### src/rtl/i2c_pkg.sv
// Shared definitions for the I2C command sequencer: FSM encodings and
// the command framing constants.
package i2c_pkg;

  localparam int         NUM_WORDS          = 3;
  localparam logic [6:0] DEFAULT_SLAVE_ADDR = 7'h2A;

  typedef enum logic [2:0] {
    ST_IDLE      = 3'd0,
    ST_WAIT_IDLE = 3'd1,
    ST_START     = 3'd2,
    ST_WAIT_BUSY = 3'd3,
    ST_WAIT_DONE = 3'd4,
    ST_GAP       = 3'd5,
    ST_FINISH    = 3'd6
  } state_t;

endpackage

### src/rtl/i2c_cmd_sequencer_if.sv
// Command handshake plus the word-level link to i2c_master_controller.
// cmd: a transfer happens on a clk edge where cmd_valid && cmd_ready; the
// source holds cmd_valid and the words stable until then. m_*: m_enable is
// held with stable m_data until the master drops m_ready (word accepted).
interface i2c_cmd_sequencer_if;
  logic        cmd_valid;
  logic        cmd_ready;
  logic [31:0] cmd_opcode;
  logic [31:0] cmd_op_a;
  logic [31:0] cmd_op_b;
  logic [6:0]  m_addr;
  logic [31:0] m_data;
  logic        m_enable;
  logic        m_rw;
  logic        m_ready;

  modport master (
    input  cmd_valid, cmd_opcode, cmd_op_a, cmd_op_b, m_ready,
    output cmd_ready, m_addr, m_data, m_enable, m_rw
  );

  modport slave (
    output cmd_valid, cmd_opcode, cmd_op_a, cmd_op_b, m_ready,
    input  cmd_ready, m_addr, m_data, m_enable, m_rw
  );
endinterface

### src/rtl/i2c_gap_timer.sv
// Loadable down-counter that stops at zero; used for inter-word gaps and
// for the master handshake timeout.
module i2c_gap_timer #(
  parameter int WIDTH = 8
) (
  input  logic             clk,
  input  logic             rst,
  input  logic             load,
  input  logic [WIDTH-1:0] load_val,
  input  logic             dec,
  output logic             zero
);

  logic [WIDTH-1:0] cnt;

  always_ff @(posedge clk) begin
    if (!rst) begin
      cnt <= '0;
    end else if (load) begin
      cnt <= load_val;
    end else if (dec && (cnt != '0)) begin
      cnt <= cnt - WIDTH'(1);
    end
  end

  assign zero = (cnt == '0);

endmodule

### src/rtl/i2c_cmd_sequencer.sv
// Accepts one three-word command and feeds the words to the I2C master
// one at a time, with a fixed idle gap after each completed word.
module i2c_cmd_sequencer
  import i2c_pkg::*;
#(
  parameter logic [6:0] SLAVE_ADDR    = DEFAULT_SLAVE_ADDR,
  parameter int         GAP_CYCLES    = 64,
  parameter int         START_TIMEOUT = 255
) (
  input  logic                       clk,
  input  logic                       rst,
  i2c_cmd_sequencer_if.master        bus,
  output logic                       busy,
  output logic [1:0]                 word_idx,
  output logic                       done,
  output logic                       err,
  output logic [2:0]                 state_out
);

  localparam int GW = $clog2(GAP_CYCLES + 1);
  localparam int TW = $clog2(START_TIMEOUT + 1);
  // Timers are loaded with N-1 so a zero flag marks the Nth cycle of the wait.
  localparam logic [GW-1:0] GAP_LOAD = GW'(GAP_CYCLES - 1);
  localparam logic [TW-1:0] TO_LOAD  = TW'(START_TIMEOUT - 1);
  localparam logic [1:0]    LAST_IDX = 2'(NUM_WORDS - 1);

  state_t      state, next;
  logic [31:0] opcode_q, op_a_q, op_b_q;
  logic [31:0] data_q;
  logic [31:0] sel_word;
  logic [1:0]  idx;
  logic        err_q;
  logic        abort;
  logic        gap_zero, to_zero;
  logic        in_wait;

  assign in_wait = (state == ST_WAIT_IDLE) || (state == ST_WAIT_BUSY);

  i2c_gap_timer #(.WIDTH(GW)) u_gap (
    .clk(clk), .rst(rst), .load(state != ST_GAP), .load_val(GAP_LOAD),
    .dec(state == ST_GAP), .zero(gap_zero)
  );

  i2c_gap_timer #(.WIDTH(TW)) u_timeout (
    .clk(clk), .rst(rst), .load(!in_wait), .load_val(TO_LOAD),
    .dec(in_wait), .zero(to_zero)
  );

  always_comb begin
    sel_word = opcode_q;
    case (idx)
      2'd1:    sel_word = op_a_q;
      2'd2:    sel_word = op_b_q;
      default: sel_word = opcode_q;
    endcase
  end

  always_comb begin
    next  = state;
    abort = 1'b0;
    case (state)
      ST_IDLE:      if (bus.cmd_valid) next = ST_WAIT_IDLE;
      ST_WAIT_IDLE: begin
        if (bus.m_ready) begin
          next = ST_START;
        end else if (to_zero) begin
          abort = 1'b1;
          next  = ST_IDLE;
        end
      end
      ST_START:     next = ST_WAIT_BUSY;
      ST_WAIT_BUSY: begin
        if (!bus.m_ready) begin
          next = ST_WAIT_DONE;
        end else if (to_zero) begin
          abort = 1'b1;
          next  = ST_IDLE;
        end
      end
      ST_WAIT_DONE: if (bus.m_ready) next = ST_GAP;
      ST_GAP: begin
        if (gap_zero) next = (idx == LAST_IDX) ? ST_FINISH : ST_WAIT_IDLE;
      end
      ST_FINISH:    next = ST_IDLE;
      default:      next = ST_IDLE;
    endcase
  end

  always_ff @(posedge clk) begin
    if (!rst) begin
      state  <= ST_IDLE;
      idx    <= 2'd0;
      data_q <= 32'd0;
      err_q  <= 1'b0;
    end else begin
      state <= next;
      err_q <= abort;
      if ((state == ST_IDLE) && bus.cmd_valid) begin
        idx <= 2'd0;
      end else if ((state == ST_GAP) && gap_zero && (idx != LAST_IDX)) begin
        idx <= idx + 2'd1;
      end
      // Loaded on entry to START so the word is valid while m_enable rises.
      if (next == ST_START) data_q <= sel_word;
    end
  end

  always_ff @(posedge clk) begin
    if ((state == ST_IDLE) && bus.cmd_valid) begin
      opcode_q <= bus.cmd_opcode;
      op_a_q   <= bus.cmd_op_a;
      op_b_q   <= bus.cmd_op_b;
    end
  end

  assign bus.cmd_ready = (state == ST_IDLE);
  assign bus.m_addr    = SLAVE_ADDR;
  assign bus.m_rw      = 1'b0;
  assign bus.m_data    = data_q;
  assign bus.m_enable  = (state == ST_START) || (state == ST_WAIT_BUSY);
  assign busy          = (state != ST_IDLE);
  assign word_idx      = idx;
  assign done          = (state == ST_FINISH);
  assign err           = err_q;
  assign state_out     = state;

endmodule

### src/flat_wrapper.sv
// flat-port wrapper written by rule: the top's interface ports become plain ports
module i2c_cmd_sequencer_flat import i2c_pkg::*;
#(
  parameter logic [6:0] SLAVE_ADDR    = DEFAULT_SLAVE_ADDR,
  parameter int         GAP_CYCLES    = 64,
  parameter int         START_TIMEOUT = 255
)
  (clk, rst, busy, word_idx, done, err, state_out, bus_cmd_valid, bus_cmd_opcode, bus_cmd_op_a, bus_cmd_op_b, bus_m_ready, bus_cmd_ready, bus_m_addr, bus_m_data, bus_m_enable, bus_m_rw);
  i2c_cmd_sequencer_if bus_i ();
  input  logic clk;
  input  logic rst;
  output logic busy;
  output logic [1:0] word_idx;
  output logic done;
  output logic err;
  output logic [2:0] state_out;
  input wire logic [$bits(bus_i.cmd_valid)-1:0] bus_cmd_valid;
  input wire logic [$bits(bus_i.cmd_opcode)-1:0] bus_cmd_opcode;
  input wire logic [$bits(bus_i.cmd_op_a)-1:0] bus_cmd_op_a;
  input wire logic [$bits(bus_i.cmd_op_b)-1:0] bus_cmd_op_b;
  input wire logic [$bits(bus_i.m_ready)-1:0] bus_m_ready;
  output wire logic [$bits(bus_i.cmd_ready)-1:0] bus_cmd_ready;
  output wire logic [$bits(bus_i.m_addr)-1:0] bus_m_addr;
  output wire logic [$bits(bus_i.m_data)-1:0] bus_m_data;
  output wire logic [$bits(bus_i.m_enable)-1:0] bus_m_enable;
  output wire logic [$bits(bus_i.m_rw)-1:0] bus_m_rw;
  assign bus_i.cmd_valid = bus_cmd_valid;
  assign bus_i.cmd_opcode = bus_cmd_opcode;
  assign bus_i.cmd_op_a = bus_cmd_op_a;
  assign bus_i.cmd_op_b = bus_cmd_op_b;
  assign bus_i.m_ready = bus_m_ready;
  assign bus_cmd_ready = bus_i.cmd_ready;
  assign bus_m_addr = bus_i.m_addr;
  assign bus_m_data = bus_i.m_data;
  assign bus_m_enable = bus_i.m_enable;
  assign bus_m_rw = bus_i.m_rw;
  i2c_cmd_sequencer #(.SLAVE_ADDR(SLAVE_ADDR), .GAP_CYCLES(GAP_CYCLES), .START_TIMEOUT(START_TIMEOUT)) u_core (.clk(clk), .rst(rst), .bus(bus_i), .busy(busy), .word_idx(word_idx), .done(done), .err(err), .state_out(state_out));
endmodule
### config.mk
export PLATFORM = sky130hd
export DESIGN_NAME = i2c_cmd_sequencer_flat
export DESIGN_NICKNAME = d
export VERILOG_FILES = /design/src/rtl/i2c_pkg.sv /design/src/rtl/i2c_cmd_sequencer_if.sv /design/src/rtl/i2c_gap_timer.sv /design/src/rtl/i2c_cmd_sequencer.sv /design/src/flat_wrapper.sv
export SDC_FILE = /design/constraint.sdc
export NUM_CORES = 1
export LEC_CHECK = 0
export BUFFER_PORTS_ARGS = -buffer_cell sky130_fd_sc_hd__buf_2
export CAP_MARGIN = 15
export CORE_ASPECT_RATIO = 1.25
export CORE_MARGIN = 1
export CORE_UTILIZATION = 28
export DETAILED_ROUTE_END_ITERATION = 8
export GPL_TIMING_DRIVEN = 0
export MAX_ROUTING_LAYER = met4
export PLACE_DENSITY = 0.6
export SYNTH_ARGS = -nofsm -noshare
export SYNTH_HDL_FRONTEND = slang
export SYNTH_SLANG_ARGS = --single-unit
### constraint.sdc
create_clock -name clk -period 3.7 [get_ports clk]
set_input_delay 0.74 -clock clk [delete_from_list [all_inputs] [get_ports clk]]
set_output_delay 0.74 -clock clk [all_outputs]
set_load 0.05 [all_outputs]
Yosys cells after proc, flatten, opt, wreduce, memory -nomap -nowiden:

Index checks and enable logic that the tools add are counted.

* bits in registers: 149
* bits in latches: 0
* RAM bits: 0
* bits in read-only memories: 0
* input port bits: 100
* output and inout port bits: 50
* logic and storage cells: 61
* memories kept: 0

* $add $sub $neg: 3
* $mul: 0
* div/mod/pow operators: 0
* magnitude comparators: 0
* equality and inequality tests: 12
* shift-type cells: 0
* multiplexer cells: 17
* bitwise operators: 1
* reduce and logical (&&, ||, !) cells: 17

Operator list (count)
* one-hot mux 32 bit (2 select lines): 1
* 2-to-1 mux 3 bit: 7
* one-hot mux 3 bit (6 select lines): 1
* 2-to-1 mux 8 bit: 2
* 2-to-1 mux 6 bit: 2
* == test 3 x 2 -> 1 bit (second input constant): 3
* == test 3 bit (second input constant): 3
* zero test 8 bit: 1
* nonzero test 8 bit: 1
* subtractor 8 x 1 -> 8 bit (second input constant): 1
* zero test 7 bit: 1
* nonzero test 7 bit: 1
* subtractor 7 x 1 -> 7 bit (second input constant): 1
* logical AND 1 bit: 5
* OR reduction 2 bit: 2
* == test 3 x 1 -> 1 bit (second input constant): 1
* zero test 3 bit: 1
* 2-to-1 mux 1 bit: 3
* inequality test 3 bit (second input constant): 1
* nonzero test 3 bit: 1
* adder 2 x 1 -> 2 bit (second input constant): 1
* == test 2 x 1 -> 1 bit (second input constant): 1
* == test 2 bit (second input constant): 1
* logical OR 1 bit: 2
* other kinds (6): 6

Longest topological paths before layout:

* depth in word-level cells: 5
* mapped depth: 7

Cells and area by module:

Synthesis repeated with hierarchy kept, for this count alone.

* cells, all modules: 449
* area, all modules: 5929.4 um^2

Modules (own cells, without submodules)
* i2c_cmd_sequencer: instances 1, cells an instance 343, area an instance 4998.5 um^2, sequential area each 3643.5 um^2
* i2c_gap_timer at u_core.u_timeout: instances 1, cells an instance 59, area an instance 511.7 um^2, sequential area each 160.2 um^2
* i2c_gap_timer at u_core.u_gap: instances 1, cells an instance 47, area an instance 419.2 um^2, sequential area each 140.1 um^2

Worst setup path before layout:

Ideal clock, no wire load.

* path kind: register -> register
* start point: register u_core.state[1] (netlist: u_core.state_out[1])
* end point: register u_core.idx[0] (netlist: u_core.word_idx[0])
* arrival time: 4.625 ns
* data required time: 3.584 ns
* setup slack: -1.042 ns
* stages on the path, launching flop included: 6
* buffers on the path: 1
* clock period less this slack: 4.742 ns
* path through: dfxtp_1 buf_2 nor3_1 and2_1 nand2b_1 nor2_1

* word-level cells in the longest chain between the ends: 3
* elaborated cells between the ends (all ways): 6
* classes of those cells: eq/ne: 1; reduce/logical: 5

Ends and longest elaborated chain
* start: declaration: line i2c_cmd_sequencer.sv:27 `state_t state, next;`
* start signal: assignment: line i2c_cmd_sequencer.sv:96 `state <= next;`
* zero test 3 bit
* net bus_cmd_ready: line flat_wrapper.sv:22 `output wire logic [$bits(bus_i.cmd_ready)-1:0] bus_cmd_ready;`
* logical AND 1 bit: line i2c_cmd_sequencer.sv:98 `if ((state == ST_IDLE) && bus.cmd_valid) begin`
* OR reduction 2 bit (no source line)
* end signal: assignment: line i2c_cmd_sequencer.sv:101 `idx <= idx + 2'd1;`
* end: declaration: line i2c_cmd_sequencer.sv:31 `logic [1:0] idx;`

The timed path passes the listed nets, and every way through them passes these cells.
A chain may end at the register's enable or synchronous reset.

Worst setup path in the final report:

* start point: register u_core.state[1] (netlist: u_core.state_out[1])
* end point: output bus_m_enable

* word-level cells in the longest chain between the ends: 2
* elaborated cells between the ends (all ways): 3
* classes of those cells: eq/ne: 2; reduce/logical: 1

Ends and longest elaborated chain
* == test 3 x 2 -> 1 bit: line i2c_cmd_sequencer.sv:120 `assign bus.m_enable = (state == ST_START) || (state == ST_WAIT_BUSY);`
* logical OR 1 bit (*): line i2c_cmd_sequencer.sv:120
* end: declaration: line flat_wrapper.sv:25 `output wire logic [$bits(bus_i.m_enable)-1:0] bus_m_enable;`

Every way passes the cells marked *; elsewhere a longest branch is shown, timed or not.

==> report_table.html <==
<table>
<tr><th>Metric</th><th>Value</th></tr>
<tr><th colspan="2">STA</th></tr>
<tr><td>Max-slew violation total from the final report</td><td>0</td></tr>
<tr><td>Ratio of final minimum period to clock period</td><td>62.3%</td></tr>
<tr><td>Actual slew at the worst max-slew pin</td><td>0.663 ns</td></tr>
<tr><td>Max-slew headroom</td><td>between 50% and 60%</td></tr>
<tr><td>Upper clock frequency limit</td><td>0.434 GHz</td></tr>
<tr><td>Period minus WS final</td><td>2.30 ns</td></tr>
<tr><td>Worst hold-check slack</td><td>0.451 ns</td></tr>
<tr><td>Number of setup violations in the final report</td><td>0</td></tr>
<tr><td>Final Hold Fails</td><td>0</td></tr>
<tr><td>Accumulated negative setup slack</td><td>0 ns</td></tr>
<tr><td>Unrepaired setup endpoints after global routing</td><td>no</td></tr>
<tr><td>Layout Skew</td><td>0.0210 ns</td></tr>
<tr><th colspan="2">Pwr</th></tr>
<tr><td>Total power per unit cell area</td><td>552 mW/mm^2</td></tr>
<tr><td>Worst supply voltage drop on vdd</td><td>between 0.3 and 0.4 mV</td></tr>
<tr><td>Static Leakage</td><td>about 0.0029 uW</td></tr>
<tr><th colspan="2">Floorplan</th></tr>
<tr><td>Num rows</td><td>58</td></tr>
<tr><td>I/O pin cnt</td><td>150</td></tr>
<tr><td>Die Area</td><td>0.0213 mm^2</td></tr>
<tr><td>Floorplan die height</td><td>163 um</td></tr>
<tr><td>Area of the core</td><td>roughly 0.020 mm^2</td></tr>
<tr><td>Die Span X</td><td>between 100 and 150 um</td></tr>
<tr><td>Initial standard-cell utilization of the core</td><td>28.7%</td></tr>
<tr><th colspan="2">Critical path</th></tr>
<tr><td>Setup CP Type</td><td>reg -&gt; out</td></tr>
<tr><td>Slowest-stage cell, CP</td><td>sky130_fd_sc_hd__dfxtp_1</td></tr>
<tr><td>Beginning of the worst register-to-register path</td><td>u_core.state_out[1]</td></tr>
<tr><td>Data arrival time of the critical path</td><td>between 1.5 and 2 ns</td></tr>
<tr><td>Req. time, crit path</td><td>a little under 3 ns</td></tr>
<tr><td>Origin of the worst setup path</td><td>u_core.state_out[1]</td></tr>
<tr><td>Type of element launching the critical path</td><td>flip-flop</td></tr>
<tr><td>Cell chain of the critical path</td><td>buf_2 &gt; nor2b_1 &gt; buf_2</td></tr>
<tr><td>Top cell by count, worst path</td><td>sky130_fd_sc_hd__buf_2</td></tr>
<tr><td>Largest fanout on the critical path</td><td>10</td></tr>
<tr><td>Endpoint type of the worst setup path</td><td>primary output</td></tr>
<tr><td>Delay of the slowest critical-path stage</td><td>between 0.4 and 0.5 ns</td></tr>
<tr><th colspan="2">Synth</th></tr>
<tr><td>Post-Syn Area per Cell</td><td>around 14 um^2</td></tr>
<tr><td>Register area share after synthesis</td><td>about two thirds</td></tr>
<tr><td>Synthesized-area fraction occupied by adder cells</td><td>1.08%</td></tr>
<tr><td>Synth top cells by count</td><td>sky130_fd_sc_hd__edfxtp_1 (96), sky130_fd_sc_hd__dfxtp_1 (53), sky130_fd_sc_hd__nand2_1 (39)</td></tr>
<tr><td>Simple-gate share of the synthesized area</td><td>under 10%</td></tr>
<tr><td>Share of the synthesized area in the top cell type</td><td>49.7%</td></tr>
<tr><td>Parity-gate share of the synthesized area counting xor and xnor cells</td><td>0.604%</td></tr>
<tr><td>Post-synth top area cell</td><td>sky130_fd_sc_hd__edfxtp_1</td></tr>
<tr><td>Fraction of registers with async set or reset after synthesis</td><td>0%</td></tr>
<tr><td>Count of unique library cells instantiated by Yosys</td><td>44</td></tr>
<tr><td>Post-Syn Area</td><td>0.00580 mm^2</td></tr>
<tr><td>Compound-Gate Fraction of Synth Area</td><td>16.7%</td></tr>
<tr><td>Most frequent cell after synthesis</td><td>sky130_fd_sc_hd__edfxtp_1</td></tr>
<tr><td>Most used DFF post-synth</td><td>sky130_fd_sc_hd__edfxtp_1</td></tr>
<tr><td>Post-synthesis sequential element count</td><td>roughly 150</td></tr>
<tr><td>Synthesis warning total</td><td>0</td></tr>
<tr><td>Mux share of post-synthesis cell area</td><td>less than 1%</td></tr>
<tr><td>Dominant combinational cell family by area after synthesis</td><td>compound AO/OA/AOI/OAI gates</td></tr>
<tr><td>Cell types occupying the most area after synthesis</td><td>sky130_fd_sc_hd__edfxtp_1 (50%), sky130_fd_sc_hd__dfxtp_1 (18%), sky130_fd_sc_hd__a221o_1 (5.5%)</td></tr>
<tr><td>Synth Instances</td><td>429</td></tr>
<tr><td>Number of enable flip-flop cells after synthesis</td><td>96</td></tr>
<tr><th colspan="2">Global route</th></tr>
<tr><td>Total track usage</td><td>13.9%</td></tr>
<tr><td>Largest net degree at the start of global routing</td><td>59</td></tr>
<tr><td>Antenna violations before repair</td><td>0</td></tr>
<tr><td>Global-route wire length before repair</td><td>21100 um</td></tr>
<tr><td>Number of global-route vias before repair</td><td>3891</td></tr>
<tr><td>Sum of overflow across all layers after global routing</td><td>0</td></tr>
<tr><th colspan="2">Clocking</th></tr>
<tr><td>Number of clock buffers inserted by TritonCTS</td><td>17</td></tr>
<tr><td>Clk slew on worst S/H paths</td><td>about 0.060 ns</td></tr>
<tr><td>Cell at the root of the clock tree</td><td>sky130_fd_sc_hd__clkbuf_16</td></tr>
<tr><td>Number of buffers on the longest clock path</td><td>2</td></tr>
<tr><td>Post-cts hold buffer count</td><td>0</td></tr>
<tr><td>Count of instances resized after the clock tree is built</td><td>0</td></tr>
<tr><td>TritonCTS clock tree</td><td>yes</td></tr>
<tr><td>Worst skew pair latency</td><td>0.43 ns</td></tr>
<tr><td>CTS Sinks</td><td>149</td></tr>
<tr><td>Setup fix buffers added after clock tree synthesis</td><td>0</td></tr>
<tr><td>Number of H-tree levels</td><td>4</td></tr>
<tr><th colspan="2">Routing</th></tr>
<tr><td>Wirelength, routed</td><td>13900 um</td></tr>
<tr><td>Average routed wire per standard cell</td><td>roughly 16 um</td></tr>
<tr><td>Via Count</td><td>4012</td></tr>
<tr><td>Via-to-Cell Ratio</td><td>4.57</td></tr>
<tr><td>Count of TritonRoute iterations in the first routing pass</td><td>4</td></tr>
<tr><td>ANT nets after route</td><td>0</td></tr>
<tr><td>Starting DRC count in detailed routing</td><td>201</td></tr>
<tr><td>Residual DRC</td><td>0</td></tr>
<tr><th colspan="2">Placement</th></tr>
<tr><td>HPWL Detailed</td><td>9660 um</td></tr>
<tr><td>Buffers added on ports</td><td>140</td></tr>
<tr><td>Placer Congestion</td><td>0.733</td></tr>
<tr><th colspan="2">Worst hold path</th></tr>
<tr><td>HP Start</td><td>u_core.bus.m_data[12]</td></tr>
<tr><td>Min-delay worst type</td><td>reg -&gt; reg</td></tr>
<tr><th colspan="2">Layout</th></tr>
<tr><td>Antenna cells</td><td>0</td></tr>
<tr><td>Share of final-layout standard cells stronger than drive strength 1</td><td>32.7%</td></tr>
<tr><td># fillers</td><td>1982</td></tr>
<tr><td>Number of nets in the final layout</td><td>700</td></tr>
<tr><td>Post-synthesis to final-layout area growth</td><td>28.9%</td></tr>
<tr><th colspan="2">Status</th></tr>
<tr><td>Status</td><td>completed</td></tr>
<tr><th colspan="2">Job</th></tr>
<tr><td>Number of max-cap violations</td><td>0</td></tr>
</table>
report_power, final:
part,leakage [uW],switching [uW],internal (uW)
sequential,0.00135,53.4,1940
clock,0.000280,704,1000
combinational,0.00129,300,140
cell families after synthesis:
kind of cell / count (synthesis)
adders and majority gates: 5
AOI/OAI and AO/OA: 125
other: 2
and+or+nand+nor: 93
DFF: 149
xor gates and xnor gates: 4
buffers and inverters: 46
muxes: 5
per-stage QoR:
stage	instance area (um^2)	std cells	total power, uW	utilization [%]	setup WS, ns
finish	7480	878	4130	37.0	1.40
global route	7480	878	4300	37.0	1.26
CTS	7480	878	4190	37.0	1.34
detailed placement	6900	846	2470	34.1	1.59
global placement	6870	845	2460	33.9	0.662
floorplan	5830	435	2310	-	0.469
sequential cells by signal, indices dropped and copies added (netlist names):
register              cells
u_core.u_timeout.cnt      8
u_core.bus.m_data        32
u_core.u_gap.cnt          7
u_core.err                1
u_core.state_out          3
u_core.opcode_q          32
u_core.op_a_q            32
u_core.word_idx           2
u_core.op_b_q            32
cell usage in the layout (no fill, tap or decap), types with 2 or more instances in the layout:
cell type,instances
sky130_fd_sc_hd__clkbuf_16,17
sky130_fd_sc_hd__clkinv_4,4
sky130_fd_sc_hd__o311a_1,2
sky130_fd_sc_hd__nor2_1,12
sky130_fd_sc_hd__dfxtp_1,53
sky130_fd_sc_hd__nand3b_1,2
sky130_fd_sc_hd__a21boi_1,24
sky130_fd_sc_hd__nor3_2,2
sky130_fd_sc_hd__clkinv_2,2
sky130_fd_sc_hd__bufinv_16,2
sky130_fd_sc_hd__o21ai_0,5
sky130_fd_sc_hd__nand3_1,2
sky130_fd_sc_hd__edfxtp_1,96
sky130_fd_sc_hd__nand2_1,39
sky130_fd_sc_hd__nand4_1,2
sky130_fd_sc_hd__clkbuf_1,16
sky130_fd_sc_hd__nor2b_1,6
sky130_fd_sc_hd__or4_1,2
sky130_fd_sc_hd__mux2i_1,5
sky130_fd_sc_hd__or3_1,4
sky130_fd_sc_hd__xnor2_1,3
sky130_fd_sc_hd__a21oi_1,15
sky130_fd_sc_hd__inv_1,9
sky130_fd_sc_hd__a21boi_0,3
sky130_fd_sc_hd__a31oi_1,5
sky130_fd_sc_hd__clkinvlp_4,2
sky130_fd_sc_hd__nor3b_1,5
sky130_fd_sc_hd__a221o_1,32
sky130_fd_sc_hd__o211ai_1,32
sky130_fd_sc_hd__buf_4,8
sky130_fd_sc_hd__buf_6,4
sky130_fd_sc_hd__buf_2,149
sky130_fd_sc_hd__o21a_1,4
sky130_fd_sc_hd__conb_1,8
sky130_fd_sc_hd__ha_1,5
sky130_fd_sc_hd__inv_6,2
sky130_fd_sc_hd__nand2b_1,4
sky130_fd_sc_hd__nor3_1,5
sky130_fd_sc_hd__o31a_1,2
routing by layer:
layer	GRT usage, %	up-vias	wire [um]
met1	16.8	1888	6060
met5	-	-	0
met3	3.78	15	840
met2	22.5	149	6820
met4	4.23	0	160
li1	-	1960	-
worst max-delay path: cells and delay by family, from the launching register on:
family / cells / cell delay (ns)
simple gates: 1 / 0.20
buf+inv: 2 / 0.55
flops: 1 / 0.41
final cells by class:
cell class              instances  area, um^2  area share (%)
clock inverters                14         153            2.04
clock buffers                  18         429            5.74
inverters                       9        33.8           0.452
repair buffers                141         728            9.73
well taps                     270         338            4.52
plain buffers                  37         211            2.83
flip-flops and latches        149        3940            52.7
multi-input cells             240        1650            22.0
final timing paths:
| kind | slack (ns) | to | cells past startpoint |
|---|---|---|---|
| max reg2reg | 1.67 | u_core.op_b_q[27] | 4 |
| min | 0.45 | u_core.bus.m_data[12] | 2 |
| min reg2reg | 0.45 | u_core.bus.m_data[12] | 2 |
| max | 1.40 | bus_m_enable | 3 |
Note: power is estimated with default switching activity, not from simulation.
